## src/rtl/frac_logic_ccff_loader.sv

```systemverilog
// Configuration-chain loader for one fracturable-logic tile.
// Serialises bitstream words onto ccff_head (MSB first) and can optionally
// verify the load by recirculating a shadow copy of the image through the chain.
module frac_logic_ccff_loader #(
  parameter int unsigned CHAIN_LEN = 21,
  parameter int unsigned WORD_W    = 8,
  parameter int unsigned CNT_W     = 5
) (
  input  logic              prog_clk,
  input  logic              prog_reset,
  input  logic              start,
  input  logic              verify_en,
  input  logic              word_valid,
  input  logic [WORD_W-1:0] word_data,
  output logic              word_ready,
  output logic              ccff_head,
  output logic              ccff_clk_en,
  input  logic              ccff_tail,
  output logic              busy,
  output logic              done,
  output logic              error,
  output logic [CNT_W-1:0]  bit_count
);

  localparam int unsigned LeftW = $clog2(WORD_W + 1);
  localparam logic [CNT_W-1:0] ChainLenC = CNT_W'(CHAIN_LEN);

  typedef enum logic [2:0] {
    StIdle,
    StFetch,
    StLoad,
    StVerify,
    StDone,
    StError
  } state_e;

  state_e                 state_q, state_d;
  logic                   verify_q, verify_d;
  logic [WORD_W-1:0]      word_q, word_d;
  logic [CHAIN_LEN-1:0]   shadow_q, shadow_d;
  logic [LeftW-1:0]       bits_left_q, bits_left_d;
  logic [CNT_W-1:0]       cnt_q, cnt_d;
  logic                   head_q, head_d;
  logic                   clk_en_q, clk_en_d;
  logic                   busy_q, busy_d;
  logic                   done_q, done_d;
  logic                   error_q, error_d;
  logic [31:0]            remaining;

  // Bits still needed to fill the chain; bounds the bits taken from a word.
  assign remaining = CHAIN_LEN - 32'(cnt_q);

  // Next-state and next-output logic. Registered outputs describe the cycle
  // that follows the edge, so head/clk_en are computed together with state_d.
  always_comb begin
    state_d     = state_q;
    verify_d    = verify_q;
    word_d      = word_q;
    shadow_d    = shadow_q;
    bits_left_d = bits_left_q;
    cnt_d       = cnt_q;
    head_d      = head_q;
    clk_en_d    = 1'b0;

    unique case (state_q)
      StIdle, StDone, StError: begin
        if (start) begin
          verify_d = verify_en;
          cnt_d    = '0;
          state_d  = StFetch;
        end
      end
      StFetch: begin
        if (word_valid) begin
          word_d      = word_data;
          bits_left_d = (remaining < WORD_W) ? LeftW'(remaining) : LeftW'(WORD_W);
          head_d      = word_data[WORD_W-1];
          clk_en_d    = 1'b1;
          state_d     = StLoad;
        end
      end
      StLoad: begin
        // head_q is the bit the chain captures at this edge; mirror it into the shadow.
        word_d      = word_q << 1;
        shadow_d    = {shadow_q[CHAIN_LEN-2:0], head_q};
        cnt_d       = cnt_q + 1'b1;
        bits_left_d = bits_left_q - 1'b1;
        if (cnt_d == ChainLenC) begin
          if (verify_q) begin
            cnt_d    = '0;
            head_d   = shadow_d[CHAIN_LEN-1];
            clk_en_d = 1'b1;
            state_d  = StVerify;
          end else begin
            state_d = StDone;
          end
        end else if (bits_left_d == '0) begin
          state_d = StFetch;
        end else begin
          head_d   = word_d[WORD_W-1];
          clk_en_d = 1'b1;
        end
      end
      StVerify: begin
        // The oldest shadow bit is both on ccff_head and expected on ccff_tail.
        if (ccff_tail != shadow_q[CHAIN_LEN-1]) begin
          state_d = StError;
        end else begin
          shadow_d = {shadow_q[CHAIN_LEN-2:0], shadow_q[CHAIN_LEN-1]};
          cnt_d    = cnt_q + 1'b1;
          if (cnt_d == ChainLenC) begin
            state_d = StDone;
          end else begin
            head_d   = shadow_d[CHAIN_LEN-1];
            clk_en_d = 1'b1;
          end
        end
      end
      default: state_d = StIdle;
    endcase

    busy_d  = (state_d == StFetch) || (state_d == StLoad) || (state_d == StVerify);
    done_d  = (state_d == StDone);
    error_d = (state_d == StError);
  end

  // State and registered outputs; reset drops the chain enable immediately.
  always_ff @(posedge prog_clk or posedge prog_reset) begin
    if (prog_reset) begin
      state_q     <= StIdle;
      verify_q    <= 1'b0;
      word_q      <= '0;
      shadow_q    <= '0;
      bits_left_q <= '0;
      cnt_q       <= '0;
      head_q      <= 1'b0;
      clk_en_q    <= 1'b0;
      busy_q      <= 1'b0;
      done_q      <= 1'b0;
      error_q     <= 1'b0;
    end else begin
      state_q     <= state_d;
      verify_q    <= verify_d;
      word_q      <= word_d;
      shadow_q    <= shadow_d;
      bits_left_q <= bits_left_d;
      cnt_q       <= cnt_d;
      head_q      <= head_d;
      clk_en_q    <= clk_en_d;
      busy_q      <= busy_d;
      done_q      <= done_d;
      error_q     <= error_d;
    end
  end

  assign word_ready  = (state_q == StFetch);
  assign ccff_head   = head_q;
  assign ccff_clk_en = clk_en_q;
  assign busy        = busy_q;
  assign done        = done_q;
  assign error       = error_q;
  assign bit_count   = cnt_q;

endmodule
```

## config.mk

```make
export PLATFORM = sky130hd
export DESIGN_NAME = frac_logic_ccff_loader
export DESIGN_NICKNAME = d
export VERILOG_FILES = /design/src/rtl/frac_logic_ccff_loader.sv
export SDC_FILE = /design/constraint.sdc
export NUM_CORES = 1
export LEC_CHECK = 0
export CAP_MARGIN = 0
export CORE_AREA = 8 8 62 104
export CTS_BUF_LIST = sky130_fd_sc_hd__clkbuf_8
export DETAILED_ROUTE_END_ITERATION = 7
export DIE_AREA = 0 0 70 112
export PLACE_DENSITY = 0.77
export SETUP_SLACK_MARGIN = 0.02
export SYNTH_ARGS = -nofsm -noshare
export SYNTH_HDL_FRONTEND = slang
export SYNTH_SLANG_ARGS = --single-unit
```

## constraint.sdc

```tcl
create_clock -name prog_clk -period 2.5 [get_ports prog_clk]
set_input_delay 0.375 -clock prog_clk [delete_from_list [all_inputs] [get_ports prog_clk]]
set_output_delay 0.375 -clock prog_clk [all_outputs]
set_load 0.02 [all_outputs]
```

==> results.toml, run 1 <==
[detailed_routing]
initialDrtViolationCount = 80
wl_um = 4580
detail-route-antenna-nets = 0
remaining_drc_errors = 0
drt-wirelength-per-cell_um = 15.8
routed-via-count = 1633
drt-pass1-iter-count = 4
viasPerCell = 5.65

[finish]
seqCellArea_mm2 = 0.00115
design.final.nets = 253
syn2layout_area_growth_pct = 20.4
multi_input_area_mm2 = 0.00100
final-instance-count-excl-fill = 289
antenna_cells_inserted = 0
drive_above_1_share_pct = 18.8
core_utilization_of_the_finished_layout_pct = 52.1
final.fill_count = 462
finish.instance_area_mm2 = 0.00265

[global_routing]
grt_max_degree = 47
number_of_global_route_vias_before_repair = 1742
grt_use_total_pct = 12.0
grt_pass1_wl_um = 7800
residual_overflow_from_global_routing = 0
grt_antenna_before_repair = 0

[timing]
final.setup.tns_ns = 0
timing.max_slew.rel_slack_pct = 62.0
post-route-min-period_ns = 2.19
grt_setup_unrepaired = "no"
worst-slew-pin-transition_ns = 0.570
finalMaxSlewViolations = 0
setup_viol_count_final = 0
finalWorstSetupSlack_ns = 0.306
max_clk_rate_ghz = 0.456
timing.final.hold_violations = 0
clock-skew-final_ns = 0.00673
final.period_utilization_pct = 87.7

[clocking]
cts_hold_buffers = 0
cts_post_setup_buffers_inserted = 0
clock_edge_transition_at_the_registers_on_the_reported_setup_and_hold_paths_ns = 0.09
worstSkewPairLatency_ns = 0.30
max-clock-path-buffers = 2
cts_root_buffer = "clkbuf_8"
tritoncts_buffers = 5
htreeDepth = 2
cts_tree = "done"
cts.sink_count = 46
cts.repair.resized = 0

[die]
chipHeight_um = 112
initial_core_utilization_pct = 43.3
placeableCoreArea_mm2 = 0.00508
floorplan.io_pins = 25
die_x_um = 70
dieArea_mm2 = 0.00784
rows = 35

[worst_setup_path]
worst_setup_path_start_kind = "register"
timing.reg2reg.setup_slack_ns = 0.31
crit-reg2reg-launch = "bit_count[1]"
worstPathMaxFanout = 7
critPathLaunch = "bit_count[1]"
critPathRequiredTime_ns = 2.69
crit_arrival_ns = 2.39
worstReg2RegEnd = "ccff_head"
crit_path_end_kind = "register"
timing.setup.critical_path_class = "reg -> reg"
worstRegToRegCells = 7

[status]
outcome = "complete, no violations"

[logic_synthesis]
post_synth_instance_area_mm2 = 0.00220
synth.ff_latch_count = 46
synth-warning-count = 0
synthFlopType = "dfrtp_1"
synth_nets = 222
post_synth_inst_count = 202
number_of_flops_mapped_to_enable_cells_by_yosys = 0
ys_seq_area_share_pct = 52.3
synth-async-reset-ratio_pct = 100
syn_avg_cell_area_um2 = 10.9
post_synth_num_cell_types = 42

[min_path]
holdPathStages = 2
hold_class = "reg -> reg"
worst_hold_path_endpoint = "word_q[5]"
min-delay-start = "word_q[5]"

[place]
placement.setup.worst_slack_ns = 0.317
place_inst = 281
place_congestion = 0.953
post_dp_cell_area_mm2 = 0.00253
buffer_ports.inserted = 24
place.detailed.hpwl_um = 3510

[power]
power.density_mw_per_mm2 = 1180
largest_vdd_supply_drop_v = 0.000627
cellLeakagePower_nw = 1.17

[flow_run]
maxCapViolations = 0
==> area by class of cell <==
| type | instances | area share, % |
|---|---|---|
| Sequential cell | 46 | 43.5 |
| Multi-Input combinational cell | 145 | 37.9 |
| Timing Repair Buffer | 28 | 10.7 |
| Clock buffer | 5 | 2.60 |
| Tap cell | 55 | 2.60 |
| Clock inverter | 3 | 1.70 |
| Inverter | 7 | 0.992 |
==> registers in the layout (all words and copies together), names as in the netlist <==
name,count
bit_count,5
state_q,3
ccff_head,1
done,1
verify_q,1
shadow_q,21
bits_left_q,4
word_q,7
ccff_clk_en,1
error,1
busy,1
==> power breakdown <==
part           leakage [nW]  switching (mW)  internal [mW]  total, mW
clock network        0.0504           0.253          0.297      0.551
logic                 0.534           0.673          0.628       1.30
registers             0.588           0.241           1.03       1.28
total                  1.17            1.17           1.96       3.13
==> placed cells by master, fill, tap and decap left out, types with 3 or more instances in the layout <==
| cell | instances |
|---|---|
| inv_1 | 6 |
| a21oi_1 | 6 |
| ha_1 | 6 |
| buf_4 | 3 |
| nand2b_1 | 5 |
| o21ai_0 | 15 |
| xor2_1 | 3 |
| o21ai_1 | 3 |
| dfrtp_1 | 46 |
| nand2_1 | 22 |
| mux2_2 | 21 |
| o22ai_1 | 7 |
| clkdlybuf4s50_1 | 24 |
| clkbuf_8 | 5 |
| nor2_1 | 22 |
==> Yosys cell counts (2+ instances only) <==
cell type / n / area (µm²)
mux2_2: 21 / 236
o21ai_1: 3 / 15.0
a211oi_2: 2 / 25.0
o221ai_1: 2 / 17.5
o21a_1: 2 / 15.0
o21ai_0: 15 / 75.1
clkbuf_1: 2 / 7.51
and2_1: 2 / 12.5
nand3_1: 2 / 10.0
nand2b_1: 5 / 31.3
dfrtp_1: 46 / 1150
o22ai_1: 7 / 43.8
a21oi_1: 6 / 30.0
nand2_1: 22 / 82.6
ha_1: 6 / 75.1
buf_2: 2 / 10.0
xor2_1: 3 / 26.3
nor2_1: 22 / 82.6
inv_1: 7 / 26.3
or3_1: 2 / 12.5
mux2i_1: 2 / 20.0
==> metrics by stage <==
stage / hold slack (ns) / power, mW
floorplan: 0.446 / 2.17
global placement: 0.485 / 2.55
detailed placement: 0.488 / 2.60
CTS: 0.509 / 3.16
global route: 0.524 / 3.34
finish: 0.502 / 3.13
==> routing by layer <==
layer	global-route usage, %	share of wire (%)
met3	2.67	3.1
met2	21.7	55
met4	7.01	3.8
met1	11.9	38
met5	0	0
==> logic make-up after synthesis <==
group | Yosys count | share of synthesized area, %
XOR/XNOR | 4 | 1.59
AND/OR/NAND/NOR | 62 | 12.5
adder cells (fa/ha/maj) | 6 | 3.41
flip-flops | 46 | 52.3
AO/OA/AOI/OAI | 49 | 15.8
buffers and inverters | 11 | 1.99
multiplexers | 24 | 12.3
==> worst max-delay path: stages (launching register included) <==
cell       delay (ns)
dfrtp_1          0.47
ha_1             0.29
and3_1           0.22
o2111ai_2        0.33
nand2_1          0.13
nor2_1           0.22
o21ai_2          0.11
mux2_4           0.30
==> worst max path at each step <==
stage	to	slack (ns)	cells after the start
finish	ccff_head	0.31	7
global route	ccff_head	0.19	7
CTS	ccff_head	0.30	7
detailed placement	ccff_head	0.32	7
global placement	ccff_head	0.34	7
floorplan	ccff_head	0.47	6
(Power assumes the default switching activity.)
==> run 2, diff against run 1 <==
--- a/config.mk
+++ b/config.mk
@@ -6,10 +6,10 @@
 export NUM_CORES = 1
 export LEC_CHECK = 0
 export CAP_MARGIN = 0
-export CORE_AREA = 8 8 62 104
+export CORE_AREA = 2 2 56 98
 export CTS_BUF_LIST = sky130_fd_sc_hd__clkbuf_8
 export DETAILED_ROUTE_END_ITERATION = 7
-export DIE_AREA = 0 0 70 112
+export DIE_AREA = 0 0 58 100
 export PLACE_DENSITY = 0.77
 export SETUP_SLACK_MARGIN = 0.02
 export SYNTH_ARGS = -nofsm -noshare
==> run 2 against run 1 <==
- worst setup slack worse by 0.031 ns
- sequential power hardly changed
- non-clock buffer count stayed put
- largest cell class unchanged
- largest power group is now registers
==> results.toml, run 2 (same netlist as run 1, synthesis figures left out) <==
[timing]
timing.max_slew.rel_slack_pct = 61.9
max_clk_rate_ghz = 0.450
final.setup.tns_ns = 0
post-route-min-period_ns = 2.22
clock-skew-final_ns = 0.00439
grt_setup_unrepaired = "no"
setup_viol_count_final = 0
worst-slew-pin-transition_ns = 0.571
finalMaxSlewViolations = 0
timing.final.hold_violations = 0
final.period_utilization_pct = 89.0

[die]
chipHeight_um = 100
initial_core_utilization_pct = 43.3
die_x_um = 58
rows = 35
floorplan.io_pins = 25
placeableCoreArea_mm2 = 0.00508
dieArea_mm2 = 0.00580

[detailed_routing]
maxUsedRoutingLayer = "met4"
initialDrtViolationCount = 48
remaining_drc_errors = 0
viasPerCell = 5.48
met3_wirelength_from_detailed_routing_um = 92
detail-route-antenna-nets = 0
m1WireLength_um = 1610
dr_wl_met2_um = 2360
drt-pass1-iter-count = 4
drt-wirelength-per-cell_um = 14.6
routed-via-count = 1584
wl_um = 4220

[global_routing]
number_of_global_route_vias_before_repair = 1615
grt_max_degree = 47
grt_antenna_before_repair = 0
grt_use_total_pct = 16.5
grt_pass1_wl_um = 7330
residual_overflow_from_global_routing = 0

[flow_run]
maxCapViolations = 0

[worst_setup_path]
cp_slowest_cell = "dfrtp_1"
worst_setup_path_start_kind = "register"
path_delay_family = "simple AND/OR/NAND/NOR gates"
crit_arrival_ns = 2.41
crit_path_end_kind = "register"
worst-path-buf-inv = 0
cp.depth = 7
timing.critical_path.slowest_cell_delay_ns = 0.48
timing.setup.critical_path_class = "reg -> reg"
cp_cell_sequence = "ha_1, and3_1, o2111ai_2, nand2_1, nor2_1, o21ai_2, mux2_4"
critPathRequiredTime_ns = 2.69
worstRegToRegCells = 7
timing.reg2reg.setup_slack_ns = 0.28
worstPathMaxFanout = 8

[power]
power.density_mw_per_mm2 = 1170
p_comb_share_pct = 40.9
p_int_mw = 1.94
pwr-share-clk_pct = 17.9
net-switching-power_mw = 1.14
largest_vdd_supply_drop_v = 0.000733
cellLeakagePower_nw = 1.17
power.switching_fraction_pct = 37.0
power.share.sequential_pct = 41.2

[clocking]
clock_edge_transition_at_the_registers_on_the_reported_setup_and_hold_paths_ns = 0.09
cts_hold_buffers = 0
tritoncts_buffers = 5
cts.sink_count = 46
worstSkewPairLatency_ns = 0.30
max-clock-path-buffers = 2
htreeDepth = 2
cts_root_buffer = "clkbuf_8"
cts.repair.resized = 0
cts_tree = "done"
cts_post_setup_buffers_inserted = 0

[finish]
most-common-layout-cells = "dfrtp_1 (46), clkdlybuf4s50_1 (24), nor2_1 (22), nand2_1 (22), mux2_2 (21)"
design.final.nets = 253
final.fill_count = 462
mostFrequentLayoutCell = "dfrtp_1"
core_utilization_of_the_finished_layout_pct = 51.9
syn2layout_area_growth_pct = 19.8
antenna_cells_inserted = 0
drive_above_1_share_pct = 18.8
largest_reg_flops = 21
largest_reg_by_ff_count = "shadow_q"

[min_path]
holdPathStages = 2
hold_class = "reg -> reg"

[status]
outcome = "complete, no violations"

[place]
buffer_ports.inserted = 24
place.detailed.hpwl_um = 3170
place_congestion = 0.899
## run 2: cell counts in the layout (fill, tap and decap cells not counted)
No cell type changed its count.
## run 2: worst paths after layout
kind	startpoint	endpoint
worst max-delay path	bit_count[2]	ccff_head
worst min-delay path	word_q[6]	word_q[6]
worst max register to register	bit_count[2]	ccff_head
worst min register to register	word_q[6]	word_q[6]
max in group asynchronous	prog_reset	shadow_q[2]
min in group asynchronous	prog_reset	word_q[1]
## run 2: area by class of cell
type / count / area, µm² / area share, %
Tap cell: 55 / 68.8 / 2.61
Sequential cell: 46 / 1150 / 43.7
Clock buffer: 5 / 68.8 / 2.61
Multi-Input combinational cell: 145 / 1000 / 38.1
Timing Repair Buffer: 28 / 270 / 10.3
Clock inverter: 3 / 45.0 / 1.71
Inverter: 7 / 26.3 / 0.997
## run 2: routing by layer
metal | track usage, % | up-vias
li1 | - | 774
met5 | 0 | -
met1 | 18.3 | 774
met2 | 29.0 | 24
met4 | 9.12 | 0
met3 | 2.71 | 12
## run 2: tightest hold or removal path, delay by kind of cell (launching register included)
kind | cells | cell delay (ns)
flops | 1 | 0.36
simple gates | 2 | 0.11
## run 2: stage by stage
stage	worst slack [ns]	instances	cell area [µm²]	hold slack, ns	total power [mW]
4_1_cts	0.298	289	2640	0.504	3.11
3_5_place_dp	0.309	281	2520	0.483	2.56
3_3_place_gp	0.318	281	2520	0.483	2.52
5_1_grt	0.152	289	2640	0.532	3.33
6_report	0.276	289	2640	0.502	3.08
2_1_floorplan	0.475	202	2200	0.446	2.17
## run 2: power by group through the flow
stage               clock [mW]  combinational, mW  sequential (mW)
floorplan                    0              0.911             1.26
global placement             0               1.24             1.28
detailed placement           0               1.27             1.29
CTS                      0.569               1.28             1.27
global route             0.602               1.40             1.32
finish                   0.553               1.26             1.27
==> run 3, diff against run 2 <==
--- a/config.mk
+++ b/config.mk
@@ -6,10 +6,11 @@
 export NUM_CORES = 1
 export LEC_CHECK = 0
 export CAP_MARGIN = 0
-export CORE_AREA = 2 2 56 98
+export CORE_AREA = 8 8 62 104
 export CTS_BUF_LIST = sky130_fd_sc_hd__clkbuf_8
 export DETAILED_ROUTE_END_ITERATION = 7
-export DIE_AREA = 0 0 58 100
+export DIE_AREA = 0 0 70 112
+export GPL_TIMING_DRIVEN = 0
 export PLACE_DENSITY = 0.77
 export SETUP_SLACK_MARGIN = 0.02
 export SYNTH_ARGS = -nofsm -noshare
==> constraint.sdc (replaced) <==
create_clock -name prog_clk -period 2.9 [get_ports prog_clk]
set_input_delay 0.435 -clock prog_clk [delete_from_list [all_inputs] [get_ports prog_clk]]
set_output_delay 0.435 -clock prog_clk [all_outputs]
set_load 0.02 [all_outputs]
==> run 3 against run 2 <==
- count of clock-buffer cells in the layout grew 1
- die area grew 35%
- total power shrank 16%
- combinational power shrank 12%
- largest cell class unchanged
- highest routed layer unchanged
==> results.toml, run 3 (same netlist as run 1, synthesis figures left out) <==
[finish]
syn2layout_area_growth_pct = 19.1
drive_above_1_share_pct = 18.3
design.final.nets = 254
largest_reg_flops = 21
mostFrequentLayoutCell = "dfrtp_1"
most-common-layout-cells = "dfrtp_1 (46), clkdlybuf4s50_1 (24), nor2_1 (22), nand2_1 (22), mux2_2 (21)"
antenna_cells_inserted = 0
largest_reg_by_ff_count = "shadow_q"

[worst_setup_path]
timing.setup.critical_path_class = "reg -> out"
worstPathMaxFanout = 10
worst_setup_path_start_kind = "register"
critPathRequiredTime_ns = 2.47
crit-reg2reg-launch = "bit_count[2]"
critPathLaunch = "state_q[0]"
crit_path_end_kind = "output port"
crit_arrival_ns = 1.92

[global_routing]
grt_antenna_before_repair = 0
grt_pass1_wl_um = 7710
residual_overflow_from_global_routing = 0
number_of_global_route_vias_before_repair = 1678
grt_use_total_pct = 12.0
grt_max_degree = 45

[die]
floorplan.io_pins = 25
dieArea_mm2 = 0.00784
initial_core_utilization_pct = 43.3
placeableCoreArea_mm2 = 0.00508
rows = 35
chipHeight_um = 112
die_x_um = 70

[timing]
worst-slew-pin-transition_ns = 0.447
timing.max_slew.rel_slack_pct = 70.2
post-route-min-period_ns = 2.36
max_clk_rate_ghz = 0.425
finalWorstSetupSlack_ns = 0.545
setup_viol_count_final = 0
finalMaxSlewViolations = 0
grt_setup_unrepaired = "no"
timing.final.hold_violations = 0
clock-skew-final_ns = 0.0125
final.period_utilization_pct = 81.2
final.setup.tns_ns = 0
whs_ns = 0.309

[flow_run]
maxCapViolations = 0

[detailed_routing]
wl_um = 4490
initialDrtViolationCount = 41
drt-wirelength-per-cell_um = 15.5
drt-pass1-iter-count = 4
remaining_drc_errors = 0
viasPerCell = 5.56
routed-via-count = 1613
detail-route-antenna-nets = 0

[clocking]
htreeDepth = 2
max-clock-path-buffers = 2
cts.sink_count = 46
cts_root_buffer = "clkbuf_8"
cts_hold_buffers = 0
cts_tree = "done"
cts_post_setup_buffers_inserted = 0
clock_edge_transition_at_the_registers_on_the_reported_setup_and_hold_paths_ns = 0.09
tritoncts_buffers = 5
worstSkewPairLatency_ns = 0.30
cts.repair.resized = 0

[power]
cellLeakagePower_nw = 1.18
net-switching-power_uw = 978
p_comb_share_pct = 43.1
pwr-share-clk_pct = 15.4
p_int_mw = 1.61
power.density_mw_per_mm2 = 986
largest_vdd_supply_drop_v = 0.000602
power.switching_fraction_pct = 37.9
power.share.sequential_pct = 41.6

[status]
outcome = "complete, no violations"

[place]
place_congestion = 0.860
place.detailed.hpwl_um = 3400
placement.setup.worst_slack_ns = 0.626
buffer_ports.inserted = 24

[min_path]
hold_class = "in -> async"
[run 3: path summary, 6_finish.rpt]
check / end / slack, ns / cells after the start
min reg2reg: shadow_q[14] / 0.50 / 1
min in group prog_clk: shadow_q[14] / 0.50 / 1
min: bits_left_q[3] / 0.31 / 2
max: word_ready / 0.54 / 4
max in group asynchronous: shadow_q[6] / 2.15 / 3
max reg2reg: ccff_head / 0.70 / 7
[run 3: metrics by stage]
step | utilization, % | cells | power [mW] | instance area [µm²]
after floorplan | - | 202 | 1.87 | 2200
after global placement | 49.4 | 281 | 2.17 | 2510
after detailed placement | 49.8 | 282 | 2.21 | 2530
after CTS | 51.6 | 290 | 2.61 | 2620
after global routing | 51.6 | 290 | 2.78 | 2620
final | 51.6 | 290 | 2.58 | 2620
[run 3: critical path: stages (launching register included)]
cell,delay [ns]
dfrtp_1,0.37
clkbuf_1,0.37
nand2b_1,0.14
nor2_1,0.12
clkdlybuf4s50_1,0.61
[run 3: area by class of cell]
class | count | area, µm²
clock inverters | 2 | 8.76
repair buffers | 25 | 260
flip-flops and latches | 46 | 1150
multi-input cells | 145 | 1000
inverters | 7 | 26.3
fillers | 463 | 2460
well taps | 55 | 68.8
plain buffers | 4 | 17.5
clock buffers | 6 | 82.6
[run 3: power groups by stage]
| stage | registers (mW) | clock network [mW] | logic, mW |
|---|---|---|---|
| global placement | 1.08 | 0 | 1.09 |
| global route | 1.11 | 0.428 | 1.24 |
| CTS | 1.08 | 0.409 | 1.12 |
| detailed placement | 1.09 | 0 | 1.12 |
| floorplan | 1.09 | 0 | 0.786 |
| finish | 1.07 | 0.397 | 1.11 |
[run 3: metal layers]
| layer | vias up | track usage (%) | wire [µm] |
|---|---|---|---|
| met5 | - | 0 | 0 |
| met4 | 0 | 8.63 | 188 |
| met3 | 16 | 3.38 | 149 |
| met2 | 31 | 19.8 | 2390 |
| met1 | 789 | 12.5 | 1770 |
| li1 | 777 | - | - |
